### config.mk
export PLATFORM = sky130hd
export DESIGN_NAME = mcs4_bus_sequencer
export DESIGN_NICKNAME = d
export VERILOG_FILES = /design/src/rtl/mcs4_bus_sequencer.sv
export SDC_FILE = /design/constraint.sdc
export NUM_CORES = 1
export LEC_CHECK = 0
export BUFFER_PORTS_ARGS = -buffer_cell sky130_fd_sc_hd__buf_2
export CAP_MARGIN = 5
export CORE_ASPECT_RATIO = 0.7
export CORE_MARGIN = 4
export CORE_UTILIZATION = 25
export DETAILED_ROUTE_END_ITERATION = 10
export MAX_ROUTING_LAYER = met4
export PLACE_DENSITY = 0.43
export SLEW_MARGIN = 20
export SYNTH_ARGS = -nofsm -noshare
export SYNTH_HDL_FRONTEND = slang
export SYNTH_SLANG_ARGS = --single-unit
export TNS_END_PERCENT = 30
### constraint.sdc
create_clock -name sysclk -period 2.9 [get_ports sysclk]
set_input_delay 0 -clock sysclk [delete_from_list [all_inputs] [get_ports sysclk]]
set_output_delay 0 -clock sysclk [all_outputs]
set_load 0.01 [all_outputs]
### src/rtl/mcs4_bus_sequencer.sv
// MCS-4 style bus phase sequencer: A1..An address phases, then M1, M2, X1, X2, X3.
// Owns the split data bus, CM strobes and SYNC; all outputs decode registered state only.
module mcs4_bus_sequencer #(
  parameter int DATA_W       = 4,
  parameter int ADDR_NIBBLES = 3,
  parameter int N_CMRAM      = 4,
  parameter int PHASE_CLKS   = 2,
  parameter logic [DATA_W-1:0] IO_OPR = DATA_W'(4'hE),
  localparam int CS_W  = (N_CMRAM > 1) ? $clog2(N_CMRAM) : 1,
  localparam int PH_W  = $clog2(ADDR_NIBBLES + 5),
  localparam int SUB_W = $clog2(PHASE_CLKS)
) (
  input  logic                           sysclk,
  input  logic                           poc_n,
  input  logic                           run,
  input  logic [DATA_W*ADDR_NIBBLES-1:0] addr_in,
  input  logic [CS_W-1:0]                cm_sel,
  input  logic [DATA_W-1:0]              data_in,
  output logic [DATA_W-1:0]              data_out,
  output logic                           data_dir,
  input  logic                           x2_wr,
  input  logic                           x2_rd,
  input  logic [DATA_W-1:0]              x_wdata,
  output logic [DATA_W-1:0]              opr,
  output logic [DATA_W-1:0]              opa,
  output logic                           instr_valid,
  output logic [DATA_W-1:0]              rd_data,
  output logic                           rd_valid,
  output logic                           cmrom,
  output logic [N_CMRAM-1:0]             cmram,
  output logic                           sync_out,
  output logic [PH_W-1:0]                phase
);

  typedef enum logic {IDLE, ACTIVE} state_t;

  localparam logic [PH_W-1:0]  P_LA     = PH_W'(ADDR_NIBBLES - 1);
  localparam logic [PH_W-1:0]  P_M1     = PH_W'(ADDR_NIBBLES);
  localparam logic [PH_W-1:0]  P_M2     = PH_W'(ADDR_NIBBLES + 1);
  localparam logic [PH_W-1:0]  P_X1     = PH_W'(ADDR_NIBBLES + 2);
  localparam logic [PH_W-1:0]  P_X2     = PH_W'(ADDR_NIBBLES + 3);
  localparam logic [PH_W-1:0]  P_X3     = PH_W'(ADDR_NIBBLES + 4);
  localparam logic [SUB_W-1:0] SUB_LAST = SUB_W'(PHASE_CLKS - 1);

  state_t                         state, state_nx;
  logic [PH_W-1:0]                ph_q, ph_nx;
  logic [SUB_W-1:0]               sub_q, sub_nx;
  logic                           load;
  logic [DATA_W*ADDR_NIBBLES-1:0] addr_q;
  logic [CS_W-1:0]                cm_q;
  logic                           wr_q, rd_q;
  logic [DATA_W-1:0]              wdata_q;
  logic                           active, last_clk;

  assign active   = (state == ACTIVE);
  assign last_clk = active && (sub_q == SUB_LAST);

  always_ff @(posedge sysclk or negedge poc_n) begin
    if (!poc_n) begin
      state <= IDLE;
      ph_q  <= '0;
      sub_q <= '0;
    end else begin
      state <= state_nx;
      ph_q  <= ph_nx;
      sub_q <= sub_nx;
    end
  end

  always_comb begin
    state_nx = state;
    ph_nx    = ph_q;
    sub_nx   = sub_q;
    load     = 1'b0;
    case (state)
      IDLE: begin
        if (run) begin
          state_nx = ACTIVE;
          ph_nx    = '0;
          sub_nx   = '0;
          load     = 1'b1;
        end
      end
      ACTIVE: begin
        if (sub_q == SUB_LAST) begin
          sub_nx = '0;
          // run is only looked at on the final clock of X3
          if (ph_q == P_X3) begin
            ph_nx = '0;
            if (run) load = 1'b1;
            else     state_nx = IDLE;
          end else begin
            ph_nx = ph_q + 1'b1;
          end
        end else begin
          sub_nx = sub_q + 1'b1;
        end
      end
      default: state_nx = IDLE;
    endcase
  end

  always_ff @(posedge sysclk or negedge poc_n) begin
    if (!poc_n) begin
      addr_q  <= '0;
      cm_q    <= '0;
      opr     <= '0;
      opa     <= '0;
      wr_q    <= 1'b0;
      rd_q    <= 1'b0;
      wdata_q <= '0;
      rd_data <= '0;
    end else begin
      if (load) begin
        addr_q <= addr_in;
        cm_q   <= cm_sel;
      end
      if (last_clk && ph_q == P_M1) opr <= data_in;
      if (last_clk && ph_q == P_M2) opa <= data_in;
      if (last_clk && ph_q == P_X1) begin
        wr_q    <= x2_wr;
        rd_q    <= x2_rd;
        wdata_q <= x_wdata;
      end
      if (last_clk && ph_q == P_X2 && rd_q && !wr_q) rd_data <= data_in;
    end
  end

  logic              addr_ph, wr_ph, cm_on;
  logic [DATA_W-1:0] nib;

  always_comb begin
    addr_ph     = active && (ph_q < P_M1);
    wr_ph       = active && (ph_q == P_X2) && wr_q;
    nib         = DATA_W'(addr_q >> (DATA_W * int'(ph_q)));
    cm_on       = active && ((ph_q == P_LA) || ((ph_q == P_M2) && (opr == IO_OPR)));
    data_dir    = addr_ph || wr_ph;
    data_out    = addr_ph ? nib : (wr_ph ? wdata_q : '0);
    cmrom       = cm_on;
    cmram       = cm_on ? (N_CMRAM'(1) << cm_q) : '0;
    instr_valid = active && (ph_q == P_X1) && (sub_q == '0);
    rd_valid    = active && (ph_q == P_X3) && (sub_q == '0) && rd_q && !wr_q;
    sync_out    = active && (ph_q == P_X3);
    phase       = ph_q;
  end

endmodule

# Word-level counts from Yosys, hierarchy flattened
# Index checks and enable logic that the tools add are counted.
[classes]
add_sub_neg = 2
magnitude_cmp = 1
n_eq_ne = 9
n_shift = 2
mux = 17
bitwise_logic = 2
reduce_logical = 22
[ops]
columns = ["cell", "n"]
rows = [
  ["logical AND 1 bit", 18],
  ["equality test 3 bit (second input constant)", 4],
  ["two-way mux 4 bit", 3],
  ["right shift 12 x 5 -> 4 bit", 1],
  ["two-way mux 3 bit", 3],
  ["two-way mux 1 bit", 7],
  ["equality test 3 x 2 -> 1 bit (second input constant)", 2],
  ["case mux 1 bit (2 select lines)", 3],
  ["case mux 3 bit (2 select lines)", 1],
  ["equality test 4 bit (second input constant)", 1],
  ["left shift 1 x 2 -> 4 bit (first input constant)", 1],
  ["adder 3 x 1 -> 3 bit (second input constant)", 1],
  ["less-than comparator 3 x 2 -> 1 bit (second input constant)", 1],
  ["logical OR 1 bit", 2],
  ["!= test 2 x 1 -> 1 bit (second input constant)", 1],
  ["!= test 2 bit (second input constant)", 1],
  ["NOT 1 bit", 2],
  ["AND reduction 2 bit", 1],
  ["adder 1 bit (second input constant)", 1],
  ["zero test 1 bit", 1],
]
[totals]
reg_bits = 37
input_bits = 27
output_inout_bits = 28
wordCells = 66

# Logic depth before layout (Yosys ltp)
[logic_depth]
ltp_word = 5
depth_mapped = 6

# Worst setup path after synthesis
# OpenSTA, ideal clock, no wires.
[synth_path]
kind = "reg-to-reg"
startpoint = "reg ph_q[0] (netlist: phase[0])"
endpoint = "reg rd_data[0]"
setup_ps = 125
arrival_time_ps = 1594
slack_ps = 1181
path_stages_with_launch = 7
n_path_buf = 1
path_cell_list = "dfrtp_1 -> buf_2 -> inv_1 -> ha_1 -> nand3b_1 -> nor2_1 -> mux2_2"
[synth_between]
elab_chain_len = 4
[synth_lines]
columns = ["element", "line", "rtl"]
rows = [
  ["start: declaration", "46", "logic [PH_W-1:0] ph_q, ph_nx;"],
  ["start signal: assignment", "65", "ph_q <= ph_nx;"],
  ["equality test 3 bit", "125", "if (last_clk && ph_q == P_X2 && rd_q && !wr_q) rd_data <= data_in;"],
  ["logical AND 1 bit (3 in a row)", "125", ""],
  ["end signal: assignment", "125", ""],
  ["end: declaration", "27", "output logic [DATA_W-1:0] rd_data,"],
]
# Every way passes these cells.
# A chain may end at the register's enable or synchronous reset.

# Final worst setup path
[layout_path]
startpoint = "reg ph_q[0] (netlist: phase[0])"
endpoint = "out cmram[2]"
[layout_between]
elab_chain_len = 5
elab_cells_between_ends = 6
[layout_lines]
columns = ["element", "line", "rtl"]
rows = [
  ["equality test 3 bit", "136", "cm_on = active && ((ph_q == P_LA) || ((ph_q == P_M2) && (opr == IO_OPR)));"],
  ["logical AND 1 bit", "136", ""],
  ["logical OR 1 bit (*)", "136", ""],
  ["logical AND 1 bit (*)", "136", ""],
  ["two-way mux 4 bit (*)", "140", "cmram = cm_on ? (N_CMRAM'(1) << cm_q) : '0;"],
  ["end: declaration", "30", "output logic [N_CMRAM-1:0] cmram,"],
]
# Every way passes the cells marked *; elsewhere a longest branch is shown, timed or not.

==> run_results.csv <==
group,metric,value,unit
placement,post_dp_cell_area,0.00217,sq mm
floorplanning,start_util,0.263,
timing,clock_skew,3.70,ps
pwr,power.switching,879,uW
timing,fin_crit,2250,ps
clock_tree,cts.clk_slew.worst_paths,70,ps
floorplanning,die_area,0.00868,sq mm
yosys,yosysUniqueCellTypes,28,
job,cap_viol_max_count,0,
critical_path,r2r_setup_slack,820,ps
global_route,grt_pass1_vias,1404,
floorplanning,fp-row-count,25,
global_route,grt_max_degree,38,
status,status,"finished clean",
critical_path,arrival,2250,ps
clock_tree,post_cts_buffers,0,
yosys,seq_area_frac_synth,0.512,
finish,final_cell_mix,"buf_2, dfrtp_1, dlygate4sd3_1",
timing,slew_headroom,0.442,
pwr,internal-power,1.56,mW
yosys,synth_area,0.00181,sq mm
pwr,ir_drop,0.333,mV
global_route,antenna_found_initial,0,
yosys,synth-seq-cells,37,
timing,finalCritPeriodShare,0.775,
timing,fin_ws,651,ps
clock_tree,cts_resized,0,
yosys,yosysWarnings,0,
routing,first_pass_iters,5,
critical_path,path_class,"reg2out",
pwr,p_clk_frac,0.146,
routing,antenna_left,0,
floorplanning,die_w,110,um
finish,final_util,0.365,
clock_tree,clkSinkCount,37,
timing,finalHoldViolations,0,
routing,viasPerCell,4.28,
yosys,synth.avg_cell_area,13.1,sq um
finish,nets,253,
clock_tree,clk_latency,280,ps
critical_path,worstReg2RegStart,"phase[0]",
critical_path,worstPathRequired,2900,ps
critical_path,critPathMaxFanout,11,
floorplanning,io_pins,55,
clock_tree,cts_inserted_buffers,5,
placement,hpwl,3240,um
critical_path,critPathLaunchType,"flop",
placement,pre_cts_ws,839,ps
timing,holdWs,358,ps
global_route,grt_pass1_wl,7180,um
clock_tree,cts_root_buf,"clkbuf_8",
yosys,syn_inst,138,
routing,drc,0,
timing,rsz0062_at_grt,"no",
clock_tree,h-tree-depth,2,
critical_path,cp-endpoint,"cmram[2]",
pwr,switching_share,0.360,
pwr,p_per_area,972,mW/mm^2
clock_tree,cts_tree,"yes",
pwr,finalPower,2.44,mW
timing,tightest_slew,838,ps
finish,layout_commonest_cell,"buf_2",
critical_path,reg2reg_to,"addr_q[6]",
critical_path,r2r_cells,5,
pwr,combinationalPowerShare,0.440,
placement,dp.cells,281,
finish,stdcell_area,0.00251,sq mm
routing,wl_per_cell,14.0,um
timing,maxSlewViolCount,0,
floorplanning,die_y,79.2,um
clock_tree,hold_buffers,26,
routing,vias,1343,
finish,drive_gt1_frac,0.432,
routing,drtIter0Drc,53,
global_route,grt_overflow,0,
floorplanning,core,0.00688,sq mm
placement,place.gp.congestion,0.685,
timing,finalSetupTns,0,ps
pwr,p_seq_frac,0.415,
critical_path,end_kind,"primary output",
placement,port-buffer-count,54,
finish,fin_cells,314,
critical_path,startpoint,"phase[0]",
global_route,grtUsageTotal,0.111,
clock_tree,cts_buffer_depth,2,
pwr,p_leak,1.23,nW
yosys,syn_nets,171,
timing,fmax,445,MHz
hold_path,min_path_type,"in2async",
finish,syn_to_final_growth,38.9,%
finish,diodes,0,
routing,wl,4410,um
timing,setup_viol,0,
==> how the worst min path moves through the flow <==
stage / startpoint / endpoint / slack (ps) / cells past startpoint
after floorplan: poc_n / active / -300 / 0
after global placement: poc_n / opa[2] / 170 / 1
after detailed placement: poc_n / opa[2] / 150 / 1
after CTS: poc_n / opa[2] / 390 / 2
after global routing: poc_n / opa[2] / 430 / 2
final: poc_n / opa[2] / 360 / 2
==> power by group through the flow <==
stage / sequential, mW / combinational [mW] / clock, mW
final: 1.01 / 1.07 / 0.356
after global routing: 1.05 / 1.18 / 0.389
after CTS: 1.01 / 1.09 / 0.371
after detailed placement: 1.02 / 1.06 / 0
after global placement: 1.02 / 1.06 / 0
after floorplan: 0.962 / 0.733 / 0
==> sequential cells by signal, summed over array words and instances, names as in the netlist, 2 cells and up <==
name and flops:
cm_q 2, rd_data 4, addr_q 12, opa 4, opr 4, wdata_q 4
phase 3
==> per-layer routing <==
metal	vias up	routed length [um]	track usage
li1	664	-	-
met1	650	2200	0.152
met2	21	2000	0.162
met3	8	154	0.0268
met4	0	51	0.0336
met5	-	0	-
==> worst max-delay path, cell delays in order (launching register included) <==
cell     delay (ps)
dfrtp_1         600
inv_1           250
ha_1            240
and2_1          140
a32oi_1         470
nor3b_1          90
buf_2           160
==> layout make-up <==
type	count	area (sq um)
fillers	710	4370
flip-flops and latches	37	926
multi-input cells	92	837
repair buffers	80	531
well taps	94	118
clock buffers	7	86.3
inverters	4	15.0
==> cell usage after synthesis <==
| library cell | instances | area, sq um |
|---|---|---|
| a32o_1 | 4 | 40.0 |
| and4b_1 | 1 | 10.0 |
| a21bo_2 | 1 | 10.0 |
| inv_1 | 3 | 11.3 |
| o31ai_1 | 2 | 15.0 |
| and2b_1 | 1 | 7.51 |
| a21o_1 | 7 | 52.6 |
| mux2_2 | 23 | 259 |
| a32oi_1 | 1 | 8.76 |
| buf_6 | 1 | 11.3 |
| nand4_1 | 1 | 6.26 |
| o21ai_0 | 3 | 15.0 |
| nand3b_1 | 1 | 7.51 |
| inv_2 | 1 | 3.75 |
| nor3b_1 | 3 | 22.5 |
| ha_1 | 6 | 75.1 |
| nor2_1 | 4 | 15.0 |
| mux2i_1 | 4 | 40.0 |
| nor3_1 | 1 | 5.00 |
| buf_2 | 4 | 20.0 |
| dfrtp_1 | 37 | 926 |
| mux2_4 | 10 | 150 |
| nor4bb_1 | 1 | 10.0 |
| nand3_1 | 4 | 20.0 |
| nand2_1 | 9 | 33.8 |
| and2_1 | 2 | 12.5 |
| nor2b_1 | 2 | 12.5 |
| and4_1 | 1 | 8.76 |
==> cells by family after synthesis <==
family,count (synthesis),synth area share
simple gates,31,0.0947
flops,37,0.512
mux,37,0.248
compound gates,18,0.0781
buf+inv,9,0.0256
fa+ha+maj,6,0.0415
(Power assumes the default switching activity.)
